### src/rtl/interrupt_pkg.sv
// Shared encodings and defaults for the interrupt controller and its priority encoder.
package interrupt_pkg;

    typedef enum logic [1:0] {
        IC_IDLE   = 2'd0,
        IC_VECTOR = 2'd1,
        IC_ISR    = 2'd2,
        IC_RETURN = 2'd3
    } ic_state_t;

    localparam int         DEF_NUM_IRQ    = 4;
    localparam int         DEF_ADDR_W     = 8;
    localparam logic [7:0] DEF_VEC_BASE   = 8'hF0;
    localparam int         DEF_VEC_STRIDE = 4;

    // An id field is never narrower than one bit, even for a single line.
    function automatic int id_width(input int n);
        return (n > 1) ? $clog2(n) : 1;
    endfunction

endpackage

### src/rtl/irq_priority_encoder.sv
// Lowest-index-first priority encoder: index 0 is the most urgent request.
module irq_priority_encoder
    import interrupt_pkg::*;
#(
    parameter int N    = DEF_NUM_IRQ,
    parameter int ID_W = id_width(N)
) (
    input  logic [N-1:0]    req,
    output logic [ID_W-1:0] win,
    output logic            any
);

    // Scan from the top so the lowest set index is the last one written.
    always_comb begin
        win = '0;
        any = |req;
        for (int i = N - 1; i >= 0; i--) begin
            if (req[i]) begin
                win = ID_W'(i);
            end
        end
    end

endmodule

### src/rtl/interrupt_controller.sv
// Single-level prioritised interrupt controller; redirects the program sequencer
// to a vector on entry and back to the saved address on reti.
//
//  state     | meaning
//  IC_IDLE   | no ISR; waiting for an enabled pending request
//  IC_VECTOR | int_jmp asserted; request committed, waits out hold
//  IC_ISR    | handler running; waits for reti
//  IC_RETURN | ret_jmp asserted; waits out hold, then back to idle
module interrupt_controller
    import interrupt_pkg::*;
#(
    parameter int                NUM_IRQ    = DEF_NUM_IRQ,
    parameter int                ADDR_W     = DEF_ADDR_W,
    parameter logic [ADDR_W-1:0] VEC_BASE   = DEF_VEC_BASE,
    parameter int                VEC_STRIDE = DEF_VEC_STRIDE
) (
    input  logic                         clk,
    input  logic                         reset_n,
    input  logic [NUM_IRQ-1:0]           irq,
    input  logic                         mask_we,
    input  logic [NUM_IRQ-1:0]           mask_wdata,
    input  logic                         gie_set,
    input  logic                         gie_clr,
    input  logic                         reti,
    input  logic                         hold,
    input  logic [ADDR_W-1:0]            next_addr,
    output logic                         int_jmp,
    output logic                         ret_jmp,
    output logic [ADDR_W-1:0]            redirect_addr,
    output logic                         in_service,
    output logic [id_width(NUM_IRQ)-1:0] active_id,
    output logic [NUM_IRQ-1:0]           pending,
    output logic                         spurious_reti
);

    localparam int ID_W = id_width(NUM_IRQ);

    ic_state_t           state, next_state;
    logic [NUM_IRQ-1:0]  irq_q;
    logic [NUM_IRQ-1:0]  mask;
    logic                gie;
    logic [ADDR_W-1:0]   ret_reg;
    logic [NUM_IRQ-1:0]  rise;
    logic [NUM_IRQ-1:0]  req;
    logic [NUM_IRQ-1:0]  clr_vec;
    logic [ID_W-1:0]     win;
    logic                any;
    logic                take;
    logic                ack;
    logic [ADDR_W-1:0]   vec_addr;

    assign rise     = irq & ~irq_q;
    assign req      = pending & mask;
    assign ack      = (state == IC_VECTOR) && !hold;
    assign clr_vec  = ack ? (NUM_IRQ'(1) << active_id) : '0;
    // Vector arithmetic is done at ADDR_W so it wraps modulo the address space.
    assign vec_addr = VEC_BASE + ADDR_W'(active_id) * ADDR_W'(VEC_STRIDE);

    irq_priority_encoder #(
        .N    (NUM_IRQ),
        .ID_W (ID_W)
    ) u_prio (
        .req (req),
        .win (win),
        .any (any)
    );

    always_ff @(posedge clk or negedge reset_n) begin
        if (!reset_n) begin
            state <= IC_IDLE;
        end else begin
            state <= next_state;
        end
    end

    always_comb begin
        next_state = state;
        take       = 1'b0;
        case (state)
            IC_IDLE: begin
                if (gie && any && !hold) begin
                    take       = 1'b1;
                    next_state = IC_VECTOR;
                end
            end
            IC_VECTOR: begin
                if (!hold) next_state = IC_ISR;
            end
            IC_ISR: begin
                if (reti) next_state = IC_RETURN;
            end
            IC_RETURN: begin
                if (!hold) next_state = IC_IDLE;
            end
            default: next_state = IC_IDLE;
        endcase
    end

    // A rise in the acknowledge cycle re-sets the bit being cleared.
    always_ff @(posedge clk or negedge reset_n) begin
        if (!reset_n) begin
            irq_q         <= '0;
            pending       <= '0;
            mask          <= '0;
            gie           <= 1'b0;
            ret_reg       <= '0;
            active_id     <= '0;
            spurious_reti <= 1'b0;
        end else begin
            irq_q   <= irq;
            pending <= (pending & ~clr_vec) | rise;
            if (mask_we) mask <= mask_wdata;
            if (gie_clr) begin
                gie <= 1'b0;
            end else if (gie_set) begin
                gie <= 1'b1;
            end
            if (take) active_id <= win;
            if (ack) ret_reg <= next_addr;
            spurious_reti <= reti && ((state == IC_IDLE) || (state == IC_VECTOR));
        end
    end

    always_comb begin
        int_jmp       = (state == IC_VECTOR);
        ret_jmp       = (state == IC_RETURN);
        in_service    = (state == IC_ISR) || (state == IC_RETURN);
        redirect_addr = '0;
        if (state == IC_VECTOR) begin
            redirect_addr = vec_addr;
        end else if (state == IC_RETURN) begin
            redirect_addr = ret_reg;
        end
    end

endmodule

### config.mk
export PLATFORM = sky130hd
export DESIGN_NAME = interrupt_controller
export DESIGN_NICKNAME = d
export VERILOG_FILES = /design/src/rtl/interrupt_pkg.sv /design/src/rtl/irq_priority_encoder.sv /design/src/rtl/interrupt_controller.sv
export SDC_FILE = /design/constraint.sdc
export NUM_CORES = 1
export LEC_CHECK = 0
export CORE_MARGIN = 2
export CORE_UTILIZATION = 47
export DETAILED_ROUTE_END_ITERATION = 8
export GPL_ROUTABILITY_DRIVEN = 1
export GPL_TIMING_DRIVEN = 0
export HOLD_SLACK_MARGIN = 0.06
export PLACE_DENSITY_LB_ADDON = 0.2
export SLEW_MARGIN = 10
export SYNTH_ARGS = -nofsm -noshare
export SYNTH_HDL_FRONTEND = slang
export SYNTH_HIERARCHICAL = 1
export SYNTH_SLANG_ARGS = --single-unit
### constraint.sdc
create_clock -name clk -period 2.6 [get_ports clk]
set_input_delay 0.39 -clock clk [delete_from_list [all_inputs] [get_ports clk]]
set_output_delay 0.39 -clock clk [all_outputs]
set_load 0.01 [all_outputs]
# --- Word level (Yosys, flattened, before mapping) ---
# Index checks and enable logic that the tools add are counted.
word_totals:
  output_inout_bits: 18
  ff_bits: 26
  in_bits: 23
  wordCells: 50
op_classes:
  bitwise_logic: 6
  n_reduce_logical: 11
  muxes: 16
  n_shift: 1
  n_eq_ne: 7
  n_addsub: 1
ops:
  columns: ["cell", "count"]
  rows:
  - ["2-bit two-way mux", 8]
  - ["8-bit two-way mux", 2]
  - ["4-bit AND", 3]
  - ["2-bit != test (second input constant)", 4]
  - ["4-bit inverter", 2]
  - ["2-bit one-hot mux with 4 select lines", 1]
  - ["5-bit by 5-bit adder with 6-bit output (first input constant)", 1]
  - ["2-bit equality test (second input constant)", 2]
  - ["1-bit logical AND", 4]
  - ["1-bit two-way mux", 4]
  - ["4-bit two-way mux", 1]
  - ["4-bit OR", 1]
  - ["4-bit AND reduction", 1]
  - ["4-bit OR reduction", 1]
  - ["1-bit by 2-bit << shifter with 4-bit output (first input constant)", 1]
  - ["2-bit by 1-bit equality test with 1-bit output (second input constant)", 1]
  - ["2-bit zero test", 1]
  - ["1-bit logical OR", 2]
  - ["2-bit nonzero test", 1]
  - ["1-bit zero test", 1]

# --- Longest topological paths before layout ---
depth:
  ltp_word: 6
  mapped_depth: 7
  depth_no_buf: 6

# --- By module ---
# The synthesis kept the hierarchy.
by_module_without_submodules:
  columns: ["mod", "cells_per_inst", "instances", "seq_area_each_um2", "area_per_inst_um2"]
  rows:
  - ["interrupt_controller", 106, 1, 650.6, 1141.1]
  - ["irq_priority_encoder", 7, 1, 0.0, 35.0]

# --- Worst setup path after synthesis ---
# No wires, ideal clock.
synth_path:
  path_kind: "register to output"
  from: "register state[1]"
  to: "output port redirect_addr[2]"
  path_stages_with_launch: 6
  required_ns: 2.210
  path_buffers: 1
  t_arrival_ns: 1.207
  setup_slack_ns: 1.003
  cell_sequence: "dfrtp_1 inv_1 ha_1 buf_2 nor2b_1 a22o_1"
synth_between:
  word_cells_on_any_way: 4
synth_lines:
  columns: ["item", "line", "text"]
  rows:
  - ["start: declaration", "interrupt_controller.sv:38", "ic_state_t state, next_state;"]
  - ["start signal: assignment", "interrupt_controller.sv:72", "state <= next_state;"]
  - ["2-bit by 1-bit equality test with 1-bit output", null, null]
  - ["net int_jmp", "interrupt_controller.sv:27", "output logic int_jmp,"]
  - ["8-bit two-way mux", "interrupt_controller.sv:129", "if (state == IC_VECTOR) begin"]
  - ["end: declaration", "interrupt_controller.sv:29", "output logic [ADDR_W-1:0] redirect_addr,"]
# The timed path passes the listed nets, and every way through them passes these cells.

# --- Final worst setup path ---
layout_path:
  from: "register state[1]"
  to: "output port redirect_addr[3]"
layout_between:
  elab_chain_len: 3
  word_cells_on_any_way: 4
layout_lines:
  columns: ["item", "line", "text"]
  rows:
  - ["2-bit equality test", "interrupt_controller.sv:131", "end else if (state == IC_RETURN) begin"]
  - ["8-bit two-way mux", "interrupt_controller.sv:131", null]
  - ["8-bit two-way mux *", "interrupt_controller.sv:129", null]
# Every way passes the cells marked *; elsewhere a longest branch is shown, timed or not.

==> flow_summary_export.csv <==
group,metric,value,unit
cells_and_area,syn2layout_area_growth,41.9,%
min_path,hp-class,"input pin to async pin",
yosys,netlist_area,1180,sq um
yosys,yosysUniqueCellTypes,24,
setup_path,start_kind,"register",
clock_network,numCtsBuffers,3,
detailed_routing,routedWlPerCell,13.0,microns
setup_path,critPathKind,"register to output port",
clock_network,cts-root-buf,"clkbuf_4",
setup_path,cp_cell_sequence,"inv_1, ha_1, buf_2, nor2b_4, a22o_1, clkdlybuf4s50_1",
cells_and_area,fill_cells,199,
die,die_h,54.0,microns
detailed_routing,vias_per_cell,4.89,
clock_network,cts_tree,"built",
cells_and_area,layout.nets,185,
die,initial_utilization,48.4,%
cells_and_area,largest_reg_flops,8,
placed_design,gp_congestion,0.760,
sta,min_period_over_period,94.3,%
setup_path,worst-path-max-fanout,10,
yosys,synth_mux_area_share,6.70,%
clock_network,clk-insertion-delay-late,0.32,ns
job,maxCapViolCount,0,
sta,hold_viol,0,
die,core.rowCount,18,
global_route,globalRouteOverflowTotal,0,
die,fp.dieW,54.0,microns
detailed_routing,drtPass1Iterations,4,
sta,hold_ws,0.0382,ns
detailed_routing,drtIter0Drc,10,
cells_and_area,final_common_cell,"clkdlybuf4s50_1",
yosys,synth_fa_ha_area_share,4.26,%
yosys,syn_inst,113,
power_and_ir_drop,p_per_area,1000,nW/um^2
setup_path,path_buf_inv,3,
setup_path,worst_setup_path_end_kind,"output port",
yosys,synth_top_family_by_area,"simple AND/OR/NAND/NOR gates",
setup_path,slowest_stage,"clkdlybuf4s50_1",
yosys,synth_compound_area_share,11.4,%
power_and_ir_drop,leakage,0.780,nW
yosys,synth_xor_xnor_area_share,0,%
setup_path,required,2.21,ns
setup_path,critPathTopFamily,"buffers and inverters",
yosys,syn_area_per_cell,10.4,sq um
cells_and_area,multi_input_area,484,sq um
cells_and_area,drive_gt1_share,10.2,%
cells_and_area,final_cell_mix,"clkdlybuf4s50_1, dfrtp_1, nand2_1",
detailed_routing,ant_nets,0,
detailed_routing,num_vias,914,
yosys,synth.yosys.warnings,6,
placed_design,port_buffers,40,
die,top_level_ports,41,
cells_and_area,antennaDiodeCount,0,
yosys,synth-seq-cells,26,
global_route,antenna_found_initial,0,
sta,tns,0,ns
die,core,2430,sq um
sta,fmax,408,MHz
cells_and_area,seq_area,651,sq um
placed_design,dp_hpwl,1800,microns
sta,setup_viol,0,
outcome,status,"completed",
clock_network,clock_sinks,26,
clock_network,clk_pin_slew_worst_paths,0.14,ns
yosys,syn_nets,140,
sta,min_period,2.45,ns
sta,maxSlewViolCount,0,
sta,rsz0062_at_grt,"false",
global_route,grt_pass1_wl,3840,microns
setup_path,slowest_delay,0.54,ns
sta,skew,0.00451,ns
clock_network,cts_hold_buf,0,
detailed_routing,wl,2440,microns
die,die-area,2920,sq um
sta,tightest_slew,0.559,ns
clock_network,cts_htree_levels,1,
sta,slew-limit-headroom,62.8,%
global_route,grt_max_degree,27,
global_route,grt_pass1_vias,893,
yosys,synth_simple_gate_area_share,18.2,%
setup_path,cp.arrival,2.06,ns
detailed_routing,drc,0,
global_route,track_usage,18.7,%
yosys,yosysSeqAreaShare,55.3,%
power_and_ir_drop,worst_ir_drop_vdd,0.695,mV
clock_network,cts_buffer_depth,2,
-- cell usage after synthesis --
library cell	instances	area share, %
nand4b_1	1	0.74
ha_1	4	4.3
and2_1	6	3.2
nand2b_1	2	1.1
o31ai_1	2	1.3
nand2_1	25	8.0
a22o_1	2	1.5
or2_2	1	0.53
mux2_1	3	2.9
dfrtp_1	26	55
o32a_1	1	0.85
o21a_1	1	0.64
clkinv_1	1	0.32
nor2b_1	2	1.1
nor3_1	1	0.43
o21ai_1	6	2.6
inv_1	8	2.6
buf_2	3	1.3
mux2_2	4	3.8
a21oi_2	1	0.74
nand3b_1	2	1.3
nor2_1	6	1.9
a221oi_2	1	1.3
a21o_1	4	2.6
-- per-stage QoR --
step	setup slack [ns]	cells	area [sq um]	power [mW]	utilization [%]
after detailed placement	0.414	183	1610	1.40	66.4
final	0.147	187	1670	1.67	68.6
after floorplan	1.00	113	1180	1.03	-
after global routing	0.0204	187	1670	1.79	68.6
after global placement	0.428	183	1610	1.38	66.4
after CTS	0.0346	187	1670	1.68	68.5
-- worst paths after layout --
| check | startpoint | to | slack (ns) | cells past startpoint |
|---|---|---|---|---|
| min in group clk | irq_q[3] | pending[3] | 0.42 | 1 |
| setup / recovery | state[1] | redirect_addr[3] | 0.15 | 6 |
| setup reg to reg | state[0] | state[1] | 0.90 | 4 |
| hold / removal | reset_n | pending[2] | 0.04 | 1 |
| max in group asynchronous | reset_n | ret_reg[3] | 2.19 | 1 |
| hold reg to reg | irq_q[3] | pending[3] | 0.42 | 1 |
-- area by class of cell --
cell class | count | area share, %
Sequential cell | 26 | 39.0
Tap cell | 30 | 2.25
Timing Repair Buffer | 40 | 23.7
Buffer | 3 | 0.900
Clock buffer | 3 | 1.35
Inverter | 9 | 2.02
Clock inverter | 1 | 1.80
Multi-Input combinational cell | 75 | 29.0
-- what timing repair did --
action,4_1_cts,5_1_grt
gates resized for setup,0,2
endpoints found under the setup margin,0,4
buffers inserted,0,0
-- power breakdown --
part | internal, mW | switching, mW
combinational | 0.436 | 0.346
sequential | 0.526 | 0.0893
clock | 0.156 | 0.118
total | 1.12 | 0.553
-- per-layer routing --
layer	vias up	GRT usage (%)	share of wire, %
met4	0	6.25	0.61
met1	427	23.5	44
met5	-	0	0
met2	27	32.7	49
li1	458	-	-
met3	2	2.78	6.1
-- worst reg2reg max path: stages (launching register included) --
cell and delay [ns]:
dfrtp_1 0.44, ha_1 0.33, o21a_1 0.26, a221oi_2 0.23
mux2_1 0.35
-- cell families after synthesis --
kind of cell,count (synthesis)
AO/OA/AOI/OAI,18
adder cells (fa/ha/maj),4
buffers and inverters,12
flip-flops,26
multiplexers,7
AND/OR/NAND/NOR,46
No activity file was read; power rests on OpenSTA's default activity.
